File: config.mk
export PLATFORM = sky130hd
export DESIGN_NAME = axicb_mst_switch_wr
export DESIGN_NICKNAME = d
export VERILOG_FILES = /design/src/rtl/axicb_pkg.sv /design/src/rtl/axicb_round_robin.sv /design/src/rtl/axicb_scfifo.sv /design/src/rtl/axicb_mst_switch_wr.sv
export SDC_FILE = /design/constraint.sdc
export NUM_CORES = 1
export LEC_CHECK = 0
export ABC_CLOCK_PERIOD_IN_PS = 7200
export CAP_MARGIN = 20
export CORE_AREA = 5 5 78 109
export CTS_BUF_LIST = sky130_fd_sc_hd__clkbuf_16
export DETAILED_ROUTE_END_ITERATION = 10
export DIE_AREA = 0 0 83 114
export MAX_ROUTING_LAYER = met4
export PLACE_DENSITY = 0.86
export SLEW_MARGIN = 10
export SYNTH_ARGS = -nofsm -noshare
export SYNTH_HDL_FRONTEND = slang
export SYNTH_SLANG_ARGS = --single-unit
export TNS_END_PERCENT = 20
File: constraint.sdc
create_clock -name aclk -period 7.2 [get_ports aclk]
set_input_delay 0.72 -clock aclk [delete_from_list [all_inputs] [get_ports aclk]]
set_output_delay 0.72 -clock aclk [all_outputs]
set_load 0.02 [all_outputs]
File: src/rtl/axicb_pkg.sv
// axicb_pkg: shared constants, arbiter state type and helpers for the axicb write switch
package axicb_pkg;
  localparam int MST_NB = 4;
  typedef enum logic {IDLE, GRANT} arb_state_t;
  function automatic int bresp_lsb(int id_w);
    return id_w;
  endfunction
  function automatic logic [1:0] oh2idx(logic [3:0] oh);
    return {oh[3] | oh[2], oh[3] | oh[1]};
  endfunction
endpackage

File: src/rtl/axicb_round_robin.sv
// axicb_round_robin: one-hot grant to the first requester at or after the pointer
module axicb_round_robin (
  input  logic [3:0] req_i,
  input  logic [1:0] ptr_i,
  output logic [3:0] grant_o
);
  // scan from farthest to nearest so the nearest requester is the last write
  always_comb begin
    grant_o = '0;
    for (int k = 3; k >= 0; k--)
      if (req_i[ptr_i + 2'(k)]) grant_o = 4'b1 << (ptr_i + 2'(k));
  end
endmodule

File: src/rtl/axicb_scfifo.sv
// axicb_scfifo: single-clock FIFO with optional pass-through and an almost-full flag
module axicb_scfifo #(
  parameter int PASS_THRU  = 0,
  parameter int ADDR_WIDTH = 3,
  parameter int DATA_WIDTH = 2
)(
  input  logic                  aclk,
  input  logic                  srst,
  input  logic [DATA_WIDTH-1:0] data_in,
  input  logic                  push,
  output logic                  afull,
  output logic [DATA_WIDTH-1:0] data_out,
  input  logic                  pop,
  output logic                  empty
);
  localparam int DEPTH = 1 << ADDR_WIDTH;
  localparam logic [ADDR_WIDTH:0] FULL_CNT = (ADDR_WIDTH+1)'(DEPTH);
  localparam logic [ADDR_WIDTH:0] AFULL_CNT = (ADDR_WIDTH+1)'(DEPTH - 1);
  logic [DATA_WIDTH-1:0] mem_q [DEPTH];
  logic [ADDR_WIDTH-1:0] wr_q, rd_q;
  logic [ADDR_WIDTH:0]   cnt_q;
  logic                  bypass, wr_en, rd_en;
  assign bypass   = (PASS_THRU != 0) && (cnt_q == '0);
  assign empty    = bypass ? !push : (cnt_q == '0);
  assign data_out = bypass ? data_in : mem_q[rd_q];
  assign wr_en    = push && (cnt_q != FULL_CNT) && !(bypass && pop);
  assign rd_en    = pop && !empty && !bypass;
  assign afull    = cnt_q >= AFULL_CNT;
  always_ff @(posedge aclk) begin
    if (srst) begin
      wr_q  <= '0;
      rd_q  <= '0;
      cnt_q <= '0;
    end else begin
      if (wr_en) wr_q <= wr_q + 1'b1;
      if (rd_en) rd_q <= rd_q + 1'b1;
      cnt_q <= cnt_q + (ADDR_WIDTH+1)'(wr_en) - (ADDR_WIDTH+1)'(rd_en);
    end
  end
  always_ff @(posedge aclk) begin
    if (wr_en) mem_q[wr_q] <= data_in;
  end
endmodule

File: src/rtl/axicb_mst_switch_wr.sv
// axicb_mst_switch_wr: arbitrates AW from four masters, orders W by grant FIFO, routes B by ID tag
module axicb_mst_switch_wr
  import axicb_pkg::*;
#(
  parameter int                 AXI_ADDR_W   = 8,
  parameter int                 AXI_ID_W     = 8,
  parameter int                 MST_NB       = 4,
  parameter logic [AXI_ID_W-1:0] MST0_ID_MASK = 'h10,
  parameter logic [AXI_ID_W-1:0] MST1_ID_MASK = 'h20,
  parameter logic [AXI_ID_W-1:0] MST2_ID_MASK = 'h40,
  parameter logic [AXI_ID_W-1:0] MST3_ID_MASK = 'h80,
  parameter logic [AXI_ID_W-1:0] ID_SEL_MASK  = 'hF0,
  parameter int                 WFIFO_AW     = 3,
  parameter int                 AWCH_W       = 16,
  parameter int                 WCH_W        = 8,
  parameter int                 BCH_W        = 10
)(
  input  logic                     aclk,
  input  logic                     srst,
  input  logic [MST_NB-1:0]        i_awvalid,
  output logic [MST_NB-1:0]        i_awready,
  input  logic [MST_NB*AWCH_W-1:0] i_awch,
  input  logic [MST_NB-1:0]        i_wvalid,
  output logic [MST_NB-1:0]        i_wready,
  input  logic [MST_NB-1:0]        i_wlast,
  input  logic [MST_NB*WCH_W-1:0]  i_wch,
  output logic [MST_NB-1:0]        i_bvalid,
  input  logic [MST_NB-1:0]        i_bready,
  output logic [BCH_W-1:0]         i_bch,
  output logic                     o_awvalid,
  input  logic                     o_awready,
  output logic [AWCH_W-1:0]        o_awch,
  output logic                     o_wvalid,
  input  logic                     o_wready,
  output logic                     o_wlast,
  output logic [WCH_W-1:0]         o_wch,
  input  logic                     o_bvalid,
  output logic                     o_bready,
  input  logic [BCH_W-1:0]         o_bch,
  output logic                     b_misroute
);
  arb_state_t                state_q;
  logic [3:0]                grant_q, rr_grant, bmatch, bsel;
  logic [1:0]                ptr_q, gidx, head;
  logic                      aw_hs, wf_pop, wf_empty, wf_afull;
  logic [AXI_ID_W-1:0]       bid;
  logic [3:0][AXI_ID_W-1:0]  tags;
  axicb_round_robin u_rr (
    .req_i   (i_awvalid),
    .ptr_i   (ptr_q),
    .grant_o (rr_grant)
  );
  assign gidx      = oh2idx(grant_q);
  assign o_awvalid = (state_q == GRANT) && |(i_awvalid & grant_q);
  assign o_awch    = i_awch[gidx*AWCH_W +: AWCH_W];
  assign i_awready = (state_q == GRANT) ? grant_q & {4{o_awready}} : '0;
  assign aw_hs     = o_awvalid & o_awready;
  // almost-full gates new grants so a held grant can always push its index
  always_ff @(posedge aclk) begin
    if (srst) begin
      state_q <= IDLE;
      grant_q <= '0;
      ptr_q   <= '0;
    end else if (state_q == IDLE) begin
      if (|i_awvalid && !wf_afull) begin
        state_q <= GRANT;
        grant_q <= rr_grant;
      end
    end else if (aw_hs) begin
      state_q <= IDLE;
      grant_q <= '0;
      ptr_q   <= gidx + 2'd1;
    end
  end
  axicb_scfifo #(
    .PASS_THRU  (0),
    .ADDR_WIDTH (WFIFO_AW),
    .DATA_WIDTH (2)
  ) u_wfifo (
    .aclk     (aclk),
    .srst     (srst),
    .data_in  (gidx),
    .push     (aw_hs),
    .afull    (wf_afull),
    .data_out (head),
    .pop      (wf_pop),
    .empty    (wf_empty)
  );
  assign o_wvalid = !wf_empty && i_wvalid[head];
  assign o_wch    = i_wch[head*WCH_W +: WCH_W];
  assign o_wlast  = i_wlast[head];
  assign i_wready = wf_empty ? '0 : 4'(o_wready) << head;
  assign wf_pop   = o_wvalid & o_wready & o_wlast;
  assign tags = {MST3_ID_MASK, MST2_ID_MASK, MST1_ID_MASK, MST0_ID_MASK};
  assign bid  = o_bch[AXI_ID_W-1:0];
  always_comb begin
    bmatch = '0;
    for (int i = 0; i < 4; i++) bmatch[i] = (bid & ID_SEL_MASK) == tags[i];
  end
  assign bsel       = bmatch & (~bmatch + 4'd1);
  assign i_bvalid   = o_bvalid ? bsel : '0;
  assign o_bready   = |bmatch ? |(i_bready & bsel) : 1'b1;
  assign b_misroute = o_bvalid & ~|bmatch;
  assign i_bch      = o_bch;
endmodule

## Word-level counts from Yosys, hierarchy flattened

Memories as Yosys holds them, arrays and structs flattened. A register that Yosys moved wholly into a read port is not among the register bits.
Index checks and enable logic that the tools add are counted.

| storage, ports and cells | value |
|---|---|
| bits in registers | 17 |
| bits in latches | 0 |
| bits in writable memories | 16 |
| bits in read-only memories | 0 |
| input bits | 127 |
| output and inout bits | 51 |
| logic and storage cells | 92 |
| memories kept | 1 |

Memories:

| memory | depth | width | read ports | clocked after memory_dff | wr ports | line | source |
|---|---|---|---|---|---|---|---|
| u_wfifo.mem_q | 8 | 2 | 1 | 1 | 1 | axicb_scfifo.sv:19 | `logic [DATA_WIDTH-1:0] mem_q [DEPTH];` |

| cells by class | value |
|---|---|
| $add $sub $neg | 9 |
| multipliers | 0 |
| divide/modulo/power cells | 0 |
| order comparisons | 6 |
| eq/ne operators | 6 |
| shifts and indexed selects | 7 |
| mux-type cells | 30 |
| bitwise operators | 11 |
| reduce and logical (&&, ||, !) cells | 16 |

Operators by type and width:

| kind | number |
|---|---|
| 64-bit by 7-bit variable part select with 16-bit output | 1 |
| 4-bit 2-to-1 mux | 10 |
| 32-bit by 6-bit variable part select with 8-bit output | 1 |
| 4-bit bitwise AND | 4 |
| 4-bit OR reduction | 4 |
| 1-bit by 2-bit left shift with 4-bit output, first input constant | 4 |
| 2-bit by 3-bit less-than comparator with 1-bit output, second input constant | 5 |
| 1-bit binary-select mux with 2-bit select | 6 |
| 1-bit 2-to-1 mux | 12 |
| 3-bit by 1-bit adder with 3-bit output, second input constant | 2 |
| 3-bit 2-to-1 mux | 2 |
| 1-bit logical AND | 5 |
| 2-bit by 1-bit adder with 2-bit output, second input constant | 2 |
| 2-bit adder, second input constant | 2 |
| 4-bit by 1-bit adder with 4-bit output | 1 |
| 4-bit by 1-bit adder with 4-bit output, second input constant | 1 |
| 1-bit bitwise AND | 4 |
| 4-bit by 1-bit == test with 1-bit output, second input constant | 1 |
| 4-bit by 2-bit == test with 1-bit output, second input constant | 1 |
| 4-bit by 3-bit == test with 1-bit output, second input constant | 1 |
| 4-bit == test, second input constant | 1 |
| 4-bit by 3-bit >= comparator with 1-bit output, second input constant | 1 |
| 4-bit zero test | 1 |
| 4-bit inequality test, second input constant | 1 |
| other kinds (8) | 12 |

## Depth between registers and ports, before layout

Gate-level depths: netlist (run 1).

| logic depth | value |
|---|---|
| depth in word-level cells | 9 |
| mapped depth | 13 |
| gate-level depth less buffers | 12 |

## Modules after synthesis

A second synthesis (run 1) with hierarchy kept.

| second synthesis, totals | value |
|---|---|
| cells, all modules | 331 |
| area total of the unflattened synthesis | 3145.5 um^2 |

Modules (own cells, without submodules):

| module | times used | cells each | area each (um^2) |
|---|---|---|---|
| axicb_mst_switch_wr | 1 | 179 | 1387.6 |
| axicb_scfifo | 1 | 105 | 1345.0 |
| axicb_round_robin | 1 | 47 | 412.9 |

## Worst setup path before layout (run 1)

Ideal clock, no wire load.

| timing path | value |
|---|---|
| path kind | reg2reg |
| start | reg (tool-made name) |
| end | reg u_wfifo.cnt_q[2] |
| setup time | 0.128 ns |
| data arrival time | 2.934 ns |
| data required time | 7.072 ns |
| slack | 4.139 ns |
| stages on the path, launching flop included | 14 |
| buffers on the path | 2 |
| clock period less this slack | 3.061 ns |
| path through | dfxtp_1 buf_6 mux2i_1 mux4_2 buf_2 mux2i_1 mux2i_1 nand3_1 xnor2_1 ha_1 inv_1 fa_1 xor2_1 nor2_1 |

RTL lines:

| element | line | source |
|---|---|---|
| end signal: assignment | axicb_scfifo.sv:37 | `cnt_q <= cnt_q + (ADDR_WIDTH+1)'(wr_en) - (ADDR_WIDTH+1)'(rd_en);` |
| end: declaration | axicb_scfifo.sv:21 | `logic [ADDR_WIDTH:0] cnt_q;` |

==> results of run 1 <==
==> critical path, delay by kind of cell (launching register included) <==
kind	cells	cell delay [ps]
flops	1	570
mux	4	1510
buf+inv	1	710
==> where the power goes <==
part / total, mW / leakage [nW] / internal [mW] / switching (mW)
clock network: 0.241 / 0.0798 / 0.162 / 0.0787
registers: 0.246 / 0.310 / 0.228 / 0.0175
logic: 0.368 / 1.31 / 0.190 / 0.178
==> cell usage after synthesis, types with 2 or more instances <==
cell,number,area [um^2]
sky130_fd_sc_hd__nor3b_1,4,30.03
sky130_fd_sc_hd__nand3_1,4,20.02
sky130_fd_sc_hd__buf_2,3,15.01
sky130_fd_sc_hd__dfxtp_1,20,400.4
sky130_fd_sc_hd__and2_0,8,50.05
sky130_fd_sc_hd__mux4_2,7,157.7
sky130_fd_sc_hd__mux2_1,2,22.52
sky130_fd_sc_hd__edfxtp_1,16,480.5
sky130_fd_sc_hd__clkbuf_1,11,41.29
sky130_fd_sc_hd__nand2_1,11,41.29
sky130_fd_sc_hd__a21oi_1,35,175.2
sky130_fd_sc_hd__o22a_1,2,17.52
sky130_fd_sc_hd__a211oi_1,24,180.2
sky130_fd_sc_hd__nor3_1,5,25.02
sky130_fd_sc_hd__xor2_1,3,26.28
sky130_fd_sc_hd__mux2i_1,36,360.4
sky130_fd_sc_hd__ha_1,16,200.2
sky130_fd_sc_hd__nor2b_1,25,156.4
sky130_fd_sc_hd__o21ai_0,3,15.01
sky130_fd_sc_hd__or3_1,3,18.77
sky130_fd_sc_hd__a221oi_1,4,35.03
sky130_fd_sc_hd__nand2b_1,6,37.54
sky130_fd_sc_hd__nor2_1,23,86.33
sky130_fd_sc_hd__inv_1,15,56.30
sky130_fd_sc_hd__o31a_1,4,35.03
sky130_fd_sc_hd__xnor2_1,2,17.52
sky130_fd_sc_hd__a22oi_1,2,15.01
sky130_fd_sc_hd__buf_4,10,75.07
sky130_fd_sc_hd__o22ai_1,5,31.28
==> cell type report <==
cell class              instances  area share (%)
repair buffers                167           34.88
multi-input cells             249           39.34
clock inverters                 3          0.8863
clock buffers                   5           2.607
inverters                      17           1.330
flip-flops and latches         36           18.35
well taps                     100           2.607
==> registers in the layout, indices dropped and copies added, names as in the netlist, named ones only <==
signal and cells:
u_wfifo.rd_q 3, u_wfifo.wr_q 3, state_q 1, u_wfifo.mem_q 16, u_wfifo.cnt_q 4, grant_q 4, ptr_q 2
==> final timing paths <==
kind / start / slack [ps] / end / cells after the start
max: flop / 3410 / o_wlast / 5
min: u_wfifo.wr_q[0] / 520 / u_wfifo.wr_q[0] / 2
max reg2reg: flop / 3780 / u_wfifo.cnt_q[2] / 11
min reg2reg: u_wfifo.wr_q[0] / 520 / u_wfifo.wr_q[0] / 2
==> cells by family after synthesis <==
group           Yosys count  share of synthesized area (%)
simple gates             97                          17.75
compound gates           85                          18.51
mux                      45                          18.17
buf+inv                  43                          7.067
flops                    36                          29.62
fa+ha+maj                17                          7.404
xor+xnor                  5                          1.473
==> routing by layer <==
| metal | wire (um) | up-vias |
|---|---|---|
| li1 | - | 1485 |
| met1 | 3638 | 1376 |
| met2 | 4946 | 188 |
| met3 | 802 | 22 |
| met4 | 252 | 0 |
| met5 | 0 | - |
==> through the flow <==
stage	utilization (%)	hold WS (ps)	instance area [um^2]
6_report	63.89	515.7	4800
5_1_grt	63.89	539.7	4800
4_1_cts	63.89	517.3	4800
3_5_place_dp	61.66	508.4	4632
3_3_place_gp	61.46	485.9	4617
2_1_floorplan	-	469.2	2974
==> out/qor.csv, run 1 <==
metric,value,unit
run_status,"complete, no violations",
synth-async-reset-ratio,0,%
route.detailed.drc,0,
antenna_cells,0,
post-place-ws,3686,ps
routed_wirelength,9640,um
netlist_area,2974,um^2
finalSetupViolCount,0,
syn_inst,328,
synth-main-ff-cell,sky130_fd_sc_hd__dfxtp_1,
rows,38,
cpMostUsedCell,sky130_fd_sc_hd__mux2i_1,
grt_antenna_before_repair,0,
clkTransAtPathRegs,50,ps
cts_tree,done,
pwr_density_cell,178.1,nW/um^2
post_cts_resized,0,
filler_cell_count_in_the_final_layout,643,
finalCritPeriodShare,52.68,%
effective_utilization_at_floorplan,39.59,%
critPathKind,reg2out,
p_leak,1.701,nW
fin_skew,3.285,ps
use_met2,38.87,%
gr-max-usage-layer,met2,
die_width,83,um
top_level_ports,178,
layoutNonFillerInstCount,577,
clk-insertion-delay-late,280,ps
detailedPlacementHpwl,8118,um
groute.layer.met3.usage,5.130,%
yosysWarningCount,0,
cap_violations,0,
port-buffer-count,165,
timing_worst_slew_pin_value,1077,ps
fmax,263.7,MHz
postLayoutSetupSlackWorst,3407,ps
die_h,114,um
post-place-cells,569,
post_drt_wl_per_cell,16.71,um
route.antenna.remaining_nets,0,
groute.usage.overall,20.14,%
crit_required,6480,ps
vdd.ir_drop.worst,0.09622,mV
syn_nets,472,
worst_hold_path_type,reg2reg,
crit_path_cell_trace,mux2i_1 > mux4_2 > mux2i_1 > mux2i_1 > clkdlybuf4s50_1,
cts_max_path_buffers,2,
layout.cells.most_common_list,"sky130_fd_sc_hd__clkdlybuf4s50_1, sky130_fd_sc_hd__mux2i_1, sky130_fd_sc_hd__a21oi_1",
cts-hold-fix-buffers,0,
grt_first_pass_wirelength,14940,um
hold_viol,0,
worstSetupEndpointType,output port,
number_of_clock_sinks_seen_by_cts,36,
placeableCoreArea,7512,um^2
drt-vias-per-instance,5.322,
design.die.area,9462,um^2
dr_pass1_iterations,4,
worst-path-max-fanout,21,
area_of_the_multi_input_gates,1888,um^2
routabilityCongestion,0.9403,
worstPathArrival,3070,ps
period_minus_slack,3793,ps
slew_hr,28.09,%
final-max-slew-violation-count,0,
cts_post_setup_buffers_inserted,0,
cts_root_buf,sky130_fd_sc_hd__clkbuf_16,
syn_to_final_growth,61.38,%
detailedRoute.firstIterationViolations,101,
num-nets-final,620,
remaining_global_route_overflow,0,
final_layout_size_suffix_gt1_share,4.822,%
start_kind,flop,
cp_slowest_cell,sky130_fd_sc_hd__mux4_2,
cts_htree_levels,2,
first_global_vias,3198,
synth_enable_flop_cells,16,
finalPower,854.7,uW
crit_path_max_incr_delay,740,ps
detailroute.via_count,3071,
syn_area_per_cell,9.067,um^2
synth-seq-cells,36,
mostFrequentLayoutCell,sky130_fd_sc_hd__clkdlybuf4s50_1,
grt_start_max_net_pins,34,
setup_repair_after_global_routing_missed_its_margin,no,
fin_setup_tns,0,ps
netlist-cell-type-count,48,
share_of_synthesized_area_occupied_by_flip_flops_and_latches,29.62,%
cts-buffers-inserted,5,
gr-usage-met1,19.08,%
sequential_area,880.8,um^2
Power figures use the tool's default switching activity.
==> run 2, diff against run 1 <==
--- a/config.mk
+++ b/config.mk
@@ -5,14 +5,14 @@
 export SDC_FILE = /design/constraint.sdc
 export NUM_CORES = 1
 export LEC_CHECK = 0
-export ABC_CLOCK_PERIOD_IN_PS = 7200
+export ABC_CLOCK_PERIOD_IN_PS = 3200
 export CAP_MARGIN = 20
-export CORE_AREA = 5 5 78 109
+export CORE_AREA = 5 5 84 118
 export CTS_BUF_LIST = sky130_fd_sc_hd__clkbuf_16
 export DETAILED_ROUTE_END_ITERATION = 10
-export DIE_AREA = 0 0 83 114
+export DIE_AREA = 0 0 89 123
 export MAX_ROUTING_LAYER = met4
-export PLACE_DENSITY = 0.86
+export PLACE_DENSITY = 0.77
 export SLEW_MARGIN = 10
 export SYNTH_ARGS = -nofsm -noshare
 export SYNTH_HDL_FRONTEND = slang
==> constraint.sdc (replaced) <==
create_clock -name aclk -period 3.2 [get_ports aclk]
set_input_delay 0.32 -clock aclk [delete_from_list [all_inputs] [get_ports aclk]]
set_output_delay 0.32 -clock aclk [all_outputs]
set_load 0.02 [all_outputs]
==> out/qor.csv, run 2 (synthesis gave the netlist of run 1 again) <==
metric,value,unit,change
timing_worst_slew_pin_value,656.8,ps,-420.4 ps
worst_hold_path_type,reg2reg,,
cts-hold-fix-buffers,0,,unchanged
placeableCoreArea,8772,um^2,+17%
route.detailed.drc,0,,unchanged
rows,41,,+7.9%
dr_pass1_iterations,4,,unchanged
drt-vias-per-instance,5.257,,-1.2%
route.antenna.remaining_nets,0,,unchanged
cap_violations,0,,unchanged
grt_start_max_net_pins,35,,+2.9%
routabilityCongestion,0.8258,,-12%
finalSetupViolCount,0,,unchanged
post_drt_wl_per_cell,16.00,um,-4.3%
filler_cell_count_in_the_final_layout,787,,+22%
worst_r2r_endpoint,u_wfifo.cnt_q[2],,
final_util,55.34,%,-8.5 points
final_layout_size_suffix_gt1_share,6.405,%,+1.6 points
worst_setup_path_end,o_wch[5],,
die_h,123,um,+7.9%
sw_frac_of_total,31.77,%,-0.34 points
cp_slowest_cell,sky130_fd_sc_hd__mux4_2,,
crit_required,2880,ps,-3600 ps
cts_tree,done,,
total_switching_power,610.2,uW,+120%
finalPower,1.921,mW,+120%
first_global_vias,3168,,-0.94%
slew_hr,56.08,%,+28 points
setup_repair_after_global_routing_missed_its_margin,no,,
cts_max_path_buffers,2,,unchanged
mostFrequentLayoutCell,sky130_fd_sc_hd__clkdlybuf4s50_1,,
reg2regPathDepth,12,,+1
effective_utilization_at_floorplan,33.90,%,-5.7 points
p_leak,1.734,nW,+1.9%
power.sequential.fraction,28.2,%,-0.5 points
worstSetupEndpointType,output port,,
worstPathArrival,2680,ps,-390 ps
syn_to_final_growth,63.23,%,
fmax,333.4,MHz,
finish.instance_area,4855,um^2,+1.1%
detailroute.via_count,3107,,+1.2%
groute.usage.overall,17.24,%,-2.9 points
cell_internal_pwr,1.310,mW,+130%
layout.cells.most_common_list,"sky130_fd_sc_hd__clkdlybuf4s50_1, sky130_fd_sc_hd__mux2i_1, sky130_fd_sc_hd__a21oi_1",,
num-nets-final,627,,+1.1%
pwr_density_cell,395.6,nW/um^2,+120%
detailedRoute.firstIterationViolations,158,,+56%
largest_reg_flops,16,,unchanged
clkPwrFrac,28.4,%,+0.2 points
finalCritPeriodShare,93.73,%,
fin_skew,2.063,ps,-1.222 ps
top_regs,"u_wfifo.mem_q (16), grant_q (4), u_wfifo.cnt_q (4)",,
design.die.area,10950,um^2,+16%
run_status,"complete, no violations",,
area_of_the_multi_input_gates,1888,um^2,unchanged
detailedPlacementHpwl,7943,um,-2.2%
crit_path_max_incr_delay,600,ps,-140 ps
grt_first_pass_wirelength,14310,um,-4.2%
comb_power_share,43.4,%,+0.3 points
routed_wirelength,9454,um,-1.9%
remaining_global_route_overflow,0,,unchanged
final-max-slew-violation-count,0,,unchanged
critPathKind,reg2out,,
timing.hold.worst_path_depth,2,,unchanged
cts-buffers-inserted,5,,unchanged
vdd.ir_drop.worst,0.2263,mV,+140%
largest_register,u_wfifo.mem_q,,
post_dp_cell_area,4686,um^2,+1.2%
hold_viol,0,,unchanged
number_of_clock_sinks_seen_by_cts,36,,unchanged
antenna_cells,0,,unchanged
die_width,89,um,+7.2%
period_minus_slack,3000,ps,
sequential_area,882.1,um^2,+0.14%
r2r_slack,250,ps,-3530 ps
port-buffer-count,165,,unchanged
fin_setup_tns,0,ps,unchanged
start_kind,flop,,
grt_antenna_before_repair,0,,unchanged
top_level_ports,178,,unchanged
crit_path_cell_trace,mux2i_1 > mux4_2 > buf_4 > and2_0 > a211oi_1 > a21oi_1 > clkdlybuf4s50_1,,
cts_htree_levels,2,,unchanged
cts_root_buf,sky130_fd_sc_hd__clkbuf_16,,
clk-insertion-delay-late,270,ps,about the same
clkTransAtPathRegs,50,ps,about the same
worst-path-max-fanout,12,,-43%
## run 2: cell types whose count changed in the layout (fill, tap and decap cells not counted)
cell / previous run / this run
sky130_fd_sc_hd__buf_8: 1 / 0
sky130_fd_sc_hd__dfxtp_2: 0 / 1
sky130_fd_sc_hd__buf_4: 1 / 9
sky130_fd_sc_hd__dfxtp_1: 20 / 19
## run 2: metal layers
metal / track usage [%] / up-vias / part of all wire (%)
li1: - / 1499 / -
met1: 16.91 / 1403 / 36
met2: 31.04 / 181 / 49
met3: 4.333 / 24 / 12
met4: 8.380 / 0 / 4.0
met5: - / - / 0
## run 2: how the worst min path moves through the flow
stage | end | slack [ps] | from
6_report | u_wfifo.wr_q[0] | 520 | u_wfifo.wr_q[0]
3_3_place_gp | u_wfifo.wr_q[0] | 490 | u_wfifo.wr_q[0]
3_5_place_dp | grant_q[0] | 500 | grant_q[0]
2_1_floorplan | grant_q[0] | 470 | grant_q[0]
5_1_grt | grant_q[0] | 530 | grant_q[0]
4_1_cts | grant_q[0] | 510 | grant_q[0]
## run 2: power groups by stage
stage                     registers, mW  clock network [mW]  logic (mW)
final                             0.542               0.545       0.833
after CTS                         0.542               0.552       0.841
after global placement            0.551                   0       0.821
after floorplan                   0.539                   0       0.469
after detailed placement          0.551                   0       0.835
after global routing              0.547               0.574       0.908
## run 2: area by class of cell
cell class,count,share of cell area [%]
clock buffers,5,2.577
multi-input cells,249,38.89
flip-flops and latches,36,18.17
well taps,107,2.758
clock inverters,3,0.8763
repair buffers,174,35.41
inverters,17,1.314
## run 2: worst max-delay path, delay by kind of cell, from the launching register on
kind,cells,cell delay [ps]
AO/OA/AOI/OAI,2,270
buffers and inverters,2,780
flip-flops,1,460
multiplexers,2,710
AND/OR/NAND/NOR,1,160
## run 2: through the flow
stage	instances	hold WS [ps]	setup slack (ps)
after floorplan	328	469.2	138.6
after global routing	591	530.2	41.28
final	591	515.4	200.5
after CTS	591	511.0	18.33
after detailed placement	583	500.9	130.4
after global placement	583	485.4	226.5
## run 2: what timing repair did
| action | CTS | global route |
|---|---|---|
| resized for setup | 0 | 1 |
| setup buffers | 0 | 0 |
| endpoints found under the setup margin | 0 | 8 |
==> run 3, diff against run 2 <==
--- a/config.mk
+++ b/config.mk
@@ -7,14 +7,16 @@
 export LEC_CHECK = 0
 export ABC_CLOCK_PERIOD_IN_PS = 3200
 export CAP_MARGIN = 20
-export CORE_AREA = 5 5 84 118
+export CORE_AREA = 5 5 87 121
 export CTS_BUF_LIST = sky130_fd_sc_hd__clkbuf_16
 export DETAILED_ROUTE_END_ITERATION = 10
-export DIE_AREA = 0 0 89 123
+export DIE_AREA = 0 0 92 126
+export GPL_ROUTABILITY_DRIVEN = 0
 export MAX_ROUTING_LAYER = met4
-export PLACE_DENSITY = 0.77
+export PLACE_DENSITY = 0.75
 export SLEW_MARGIN = 10
 export SYNTH_ARGS = -nofsm -noshare
 export SYNTH_HDL_FRONTEND = slang
+export SYNTH_HIERARCHICAL = 1
 export SYNTH_SLANG_ARGS = --single-unit
 export TNS_END_PERCENT = 20
==> out/qor.csv, run 3 <==
metric,value,unit,change
die_width,92,um,+3.4%
post_dp_cell_area,4812,um^2,+2.7%
share_of_synthesized_area_occupied_by_flip_flops_and_latches,28.00,%,-1.6 points
yosysMostFrequentCell,sky130_fd_sc_hd__nand2_1,,
crit_required,3340,ps,+460 ps
cts_root_buf,sky130_fd_sc_hd__clkbuf_16,,
worstSetupEndpointType,flop,,
run_status,"complete, no violations",,
start_kind,flop,,
final_util,53.22,%,-2.1 points
p_leak,1.829,nW,+5.5%
post-place-ws,-15.87,ps,-146.3 ps
netlist_top_cells_area,"sky130_fd_sc_hd__edfxtp_1, sky130_fd_sc_hd__dfxtp_1, sky130_fd_sc_hd__mux4_2, sky130_fd_sc_hd__ha_1, sky130_fd_sc_hd__nand2_1",,
pwr_density_cell,545.1,nW/um^2,+38%
clkTransAtPathRegs,50,ps,about the same
finish.instance_area,4979,um^2,+2.6%
period_minus_slack,3134,ps,+134.3 ps
syn_to_final_growth,58.27,%,
remaining_global_route_overflow,0,,unchanged
detailedRoute.firstIterationViolations,124,,-22%
cts_max_path_buffers,2,,unchanged
share_of_synthesized_cell_area_in_full_adder_half_adder_and_majority_cells,7.001,%,-0.40 points
synth_area_in_xor_xnor,0.8353,%,-0.64 points
antenna_cells,0,,unchanged
netlist_area,3146,um^2,+5.8%
route.detailed.drc,0,,unchanged
netlist-cell-type-count,55,,+15%
timing_worst_slew_pin_value,706.3,ps,+49.51 ps
hold_path_startpoint,u_wfifo/rd_q[1],,
first_global_vias,3224,,+1.8%
min_to,u_wfifo/rd_q[1],,
placeableCoreArea,9354,um^2,+6.6%
synth_commonest_cells,"sky130_fd_sc_hd__nand2_1, sky130_fd_sc_hd__nor2b_1, sky130_fd_sc_hd__a31oi_1, sky130_fd_sc_hd__dfxtp_1, sky130_fd_sc_hd__a211oi_1",,
hold_viol,0,,unchanged
r2r_slack,70,ps,-180 ps
synth-compound-area-share,14.16,%,-4.4 points
fin_skew,4.110,ps,+2.047 ps
die_h,126,um,+2.4%
synthMuxAreaShare,18.10,%,-0.076 points
port-buffer-count,165,,unchanged
critPathKind,reg2reg,,
num-nets-final,628,,+0.16%
top_regs,"u_wfifo/mem_q (16), grant_q (4), u_wfifo/cnt_q (4)",,
design.die.area,11590,um^2,+5.9%
slew_hr,52.71,%,-3.4 points
yosysWarningCount,6,,+6
grt_first_pass_wirelength,15300,um,+6.9%
setup_repair_after_global_routing_missed_its_margin,yes,,
fmax,319.1,MHz,-4.3%
netlist.area_leader.share,15.27,%,-0.88 points
worst-path-max-fanout,4,,-8
synth_enable_flop_cells,16,,unchanged
grt_antenna_before_repair,0,,unchanged
mostFrequentLayoutCell,sky130_fd_sc_hd__clkdlybuf4s50_1,,
yosys.area_share.simple,23.95,%,+6.2 points
largest_reg_flops,16,,unchanged
worstPathArrival,3270,ps,+590 ps
post_drt_wl_per_cell,16.18,um,+1.1%
effective_utilization_at_floorplan,33.63,%,-0.28 points
clk-insertion-delay-late,280,ps,about the same
route.antenna.remaining_nets,0,,unchanged
routed_wirelength,9625,um,+1.8%
largest_register,u_wfifo/mem_q,,
vdd.ir_drop.worst,0.3316,mV,+47%
cts-hold-fix-buffers,0,,unchanged
cts-buffers-inserted,5,,unchanged
top_level_ports,178,,unchanged
groute.usage.overall,16.72,%,-0.52 points
detailroute.via_count,3111,,+0.13%
syn_nets,475,,+0.64%
synth-seq-cells,36,,unchanged
detailedPlacementHpwl,7938,um,about the same
synth_top_family_by_area,simple AND/OR/NAND/NOR gates,,
drt-vias-per-instance,5.229,,-0.54%
worst_r2r_endpoint,u_wfifo/cnt_q[1],,
number_of_clock_sinks_seen_by_cts,36,,unchanged
synth-main-ff-cell,sky130_fd_sc_hd__dfxtp_1,,
worst_hold_path_type,reg2reg,,
rows,42,,+2.4%
synth-async-reset-ratio,0,%,unchanged
dr_pass1_iterations,4,,unchanged
timing.hold.worst_path_depth,2,,unchanged
syn_area_per_cell,9.503,um^2,+4.8%
finalCritPeriodShare,97.93,%,+4.2 points
postLayoutSetupSlackWorst,66.18,ps,-134.3 ps
whs,507.7,ps,-7.690 ps
layout.cells.most_common_list,"sky130_fd_sc_hd__clkdlybuf4s50_1, sky130_fd_sc_hd__nand2_1, sky130_fd_sc_hd__nor2b_1",,
cts_tree,done,,
filler_cell_count_in_the_final_layout,861,,+9.4%
cts_htree_levels,2,,unchanged
reg2regPathDepth,11,,-1
final_layout_size_suffix_gt1_share,12.99,%,+6.6 points
grt_start_max_net_pins,41,,+17%
finalSetupViolCount,0,,unchanged
finalPower,2.714,mW,+41%
syn_inst,331,,+0.91%
yosysTopAreaCell,sky130_fd_sc_hd__edfxtp_1,,
final-max-slew-violation-count,0,,unchanged
cap_violations,0,,unchanged
run 3: cell count changes after synthesis, moves of 7 or more:
cell                       change
sky130_fd_sc_hd__nor2_1       -10
sky130_fd_sc_hd__nand2_1      +38
sky130_fd_sc_hd__a211oi_1      -7
sky130_fd_sc_hd__clkbuf_1      -8
sky130_fd_sc_hd__mux4_2        +8
sky130_fd_sc_hd__a21oi_1      -30
sky130_fd_sc_hd__mux2i_1      -29
sky130_fd_sc_hd__and2_0        -8
sky130_fd_sc_hd__a31oi_1      +19
run 3: repair_timing:
action,4_1_cts,5_1_grt
resized for setup,2,4
pin swaps,0,1
setup endpoints to repair,2,4
setup buffers,0,1
run 3: power by group:
group	internal (mW)	switching, mW
Sequential	0.556	0.0542
Combinational	0.779	0.856
Clock	0.286	0.182
run 3: per-stage QoR:
step                      TNS, ps  instances
after global routing       -90.37        595
after floorplan            -104.4        331
after detailed placement   -15.87        586
final                           0        595
after global placement          0        586
after CTS                       0        594
run 3: worst max-delay path by stage:
| stage | from | to | slack [ps] | depth (start not counted) |
|---|---|---|---|---|
| global route | flop | u_wfifo/cnt_q[2] | -50 | 12 |
| detailed placement | flop | u_wfifo/cnt_q[1] | -20 | 11 |
| floorplan | flop | u_wfifo/cnt_q[1] | -70 | 13 |
| CTS | flop | u_wfifo/cnt_q[1] | 10 | 11 |
| global placement | flop | u_wfifo/cnt_q[1] | 40 | 11 |
| finish | flop | u_wfifo/cnt_q[1] | 70 | 11 |
run 3: final cells by class:
type | count | area, um^2 | area share (%)
clock buffer | 5 | 125.1 | 2.513
clock inverter | 3 | 18.77 | 0.3770
inverter | 14 | 52.55 | 1.056
multi-input combinational | 253 | 2039 | 40.97
sequential | 36 | 885.9 | 17.79
tap | 110 | 137.6 | 2.765
timing repair buffer | 174 | 1719 | 34.53
run 3: cells by family after synthesis:
family | count (synthesis)
buffers and inverters | 42
adders and majority gates | 17
muxes | 32
AOI/OAI and AO/OA | 64
xor gates and xnor gates | 3
DFF | 36
and+or+nand+nor | 137
run 3: worst max-delay path, cell delays in order, from the launching register on:
cell	delay (ps)
sky130_fd_sc_hd__dfxtp_4	360
sky130_fd_sc_hd__mux4_2	480
sky130_fd_sc_hd__mux2_4	310
sky130_fd_sc_hd__mux4_2	420
sky130_fd_sc_hd__nor2b_4	140
sky130_fd_sc_hd__and3_4	180
sky130_fd_sc_hd__nor2b_4	130
sky130_fd_sc_hd__xnor2_2	170
sky130_fd_sc_hd__ha_2	210
sky130_fd_sc_hd__inv_2	40
sky130_fd_sc_hd__fa_2	510
sky130_fd_sc_hd__nor2_1	40
run 3: per-layer routing:
layer  vias to the layer above  global-route usage, %  wire length [um]
met2                        95                  31.54              5295
met3                        26                  4.177               588
met5                         -                      -                 0
li1                       1525                      -                 -
met1                      1465                  16.39              3506
met4                         0                  5.774               234
==> RTL change (flow settings as in run 1) <==
Change the parameter `WCH_W` from 8 to 6.
--- a/src/rtl/axicb_mst_switch_wr.sv
+++ b/src/rtl/axicb_mst_switch_wr.sv
@@ -13,5 +13,5 @@
   parameter int                 WFIFO_AW     = 3,
   parameter int                 AWCH_W       = 16,
-  parameter int                 WCH_W        = 8,
+  parameter int                 WCH_W        = 6,
   parameter int                 BCH_W        = 10
 )(
Ports: changed (resized i_wch and o_wch); port bits go from 178 to 168. The function was not compared with the original's and may differ.
==> RTL change against run 1 <==
- clock power decreased by 2%
- largest cell class unchanged
- critical path depth increased by 1
- largest power group unchanged
- setup slack improved by 0.099 ns
- utilization decreased by 1.9 points
- synthesized area decreased by 1.4%
- final area decreased by 3.0%
- sequential cell count unchanged
- total power decreased by 8.3%
- wire length decreased by 9.1%
- critical path type unchanged
==> RTL change: results (changes against run 1) <==
- Setup Skew: 0.00388 ns (+0.000590 ns)
- Final instance area: 0.00466 sq mm (-3.0%)
- NonClk Buf Share: 0.341 (-0.00813)
- Count of non-CTS buffers in the layout: 157 (-6.0%)
- Multi-input combinational area share: 0.397 (+0.00345)
- Vias/cell: 5.23 (-1.8%)
- First-pass GRT wire length: 14.4 mm (-3.8%)
- Distinct cells, synth: 46 (-4.2%)
- CP endpoint: o_wvalid
- PwrDens: 168 mW/mm^2 (-5.5%)
- Cell Count, Final, Fillers Out: 562 (-2.6%)
- IO Port Bufs: 155 (-6.1%)
- Gr usage total: 0.193 (-0.00826)
- Syn nets: 460 (-2.5%)
- DP Area: 0.00449 sq mm (-3.0%)
- R2R depth: 12 (+1)
- Sequential power share: 0.310 (+0.023)
- Status: finished clean
- Syn_area_per_cell: 9.05 sq um (-0.17%)
- Layout cells sized above 1: 0.0498 (+0.00157)
- Longest individual stage delay on the worst path: 0.59 ns (-0.15 ns)
- Relative slew slack: 0.299 (+0.0182)
- Worst Hold Slack: 0.514 ns (-0.00146 ns)
- Clock-cell share: 0.0352 (+0.000264)
- Fillers: 652 (+1.4%)
- Nets: 597 (-3.7%)
- Worst-path fanout max: 20 (-4.8%)
- Reported net switching power: 234 uW (-15%)
- Placed Instances: 554 (-2.6%)
- Clock net power: 236 uW (-2%)
- Peak VDD IR: 108 uV (+12%)
- Ranking of synthesized cells by area: edfxtp_1, dfxtp_1, mux2i_1, ha_1, a211oi_1
- Place WS: 3.75 ns (+0.0660 ns)
- #MultiIn Comb: 247 (-0.80%)
- Top post-synthesis cells by count: mux2i_1, a21oi_1, a211oi_1, nor2b_1, dfxtp_1
- HPWL after detailed placement: 7.29 mm (-10%)
-- RTL change: cell types whose count changed after synthesis, sizes merged, moves of 4 or more --
cell    before  now
mux2i       36   40
nor2        23   19
o21ai        3   12
a22oi        2    6
o22ai        5    1
o31a         4    0
a221oi       4    0
and3         0    5
nand2       12   17
nor2b       25   21
-- RTL change: per-layer routing --
metal / share of wire / vias to the layer above / GRT usage
li1: - / 1447 / -
met1: 0.40 / 1316 / 0.206
met2: 0.50 / 157 / 0.349
met3: 0.079 / 18 / 0.0441
met4: 0.022 / 0 / 0.0709
met5: 0 / - / -
-- RTL change: logic make-up (layout without fill, tap and decap cells) --
group,after synthesis,count (layout),synth area share
AO/OA/AOI/OAI,81,81,0.170
XOR/XNOR,5,5,0.0149
adder cells (fa/ha/maj),17,17,0.0751
buffers and inverters,41,179,0.0712
flip-flops,36,36,0.300
multiplexers,49,49,0.194
AND/OR/NAND/NOR,95,95,0.174
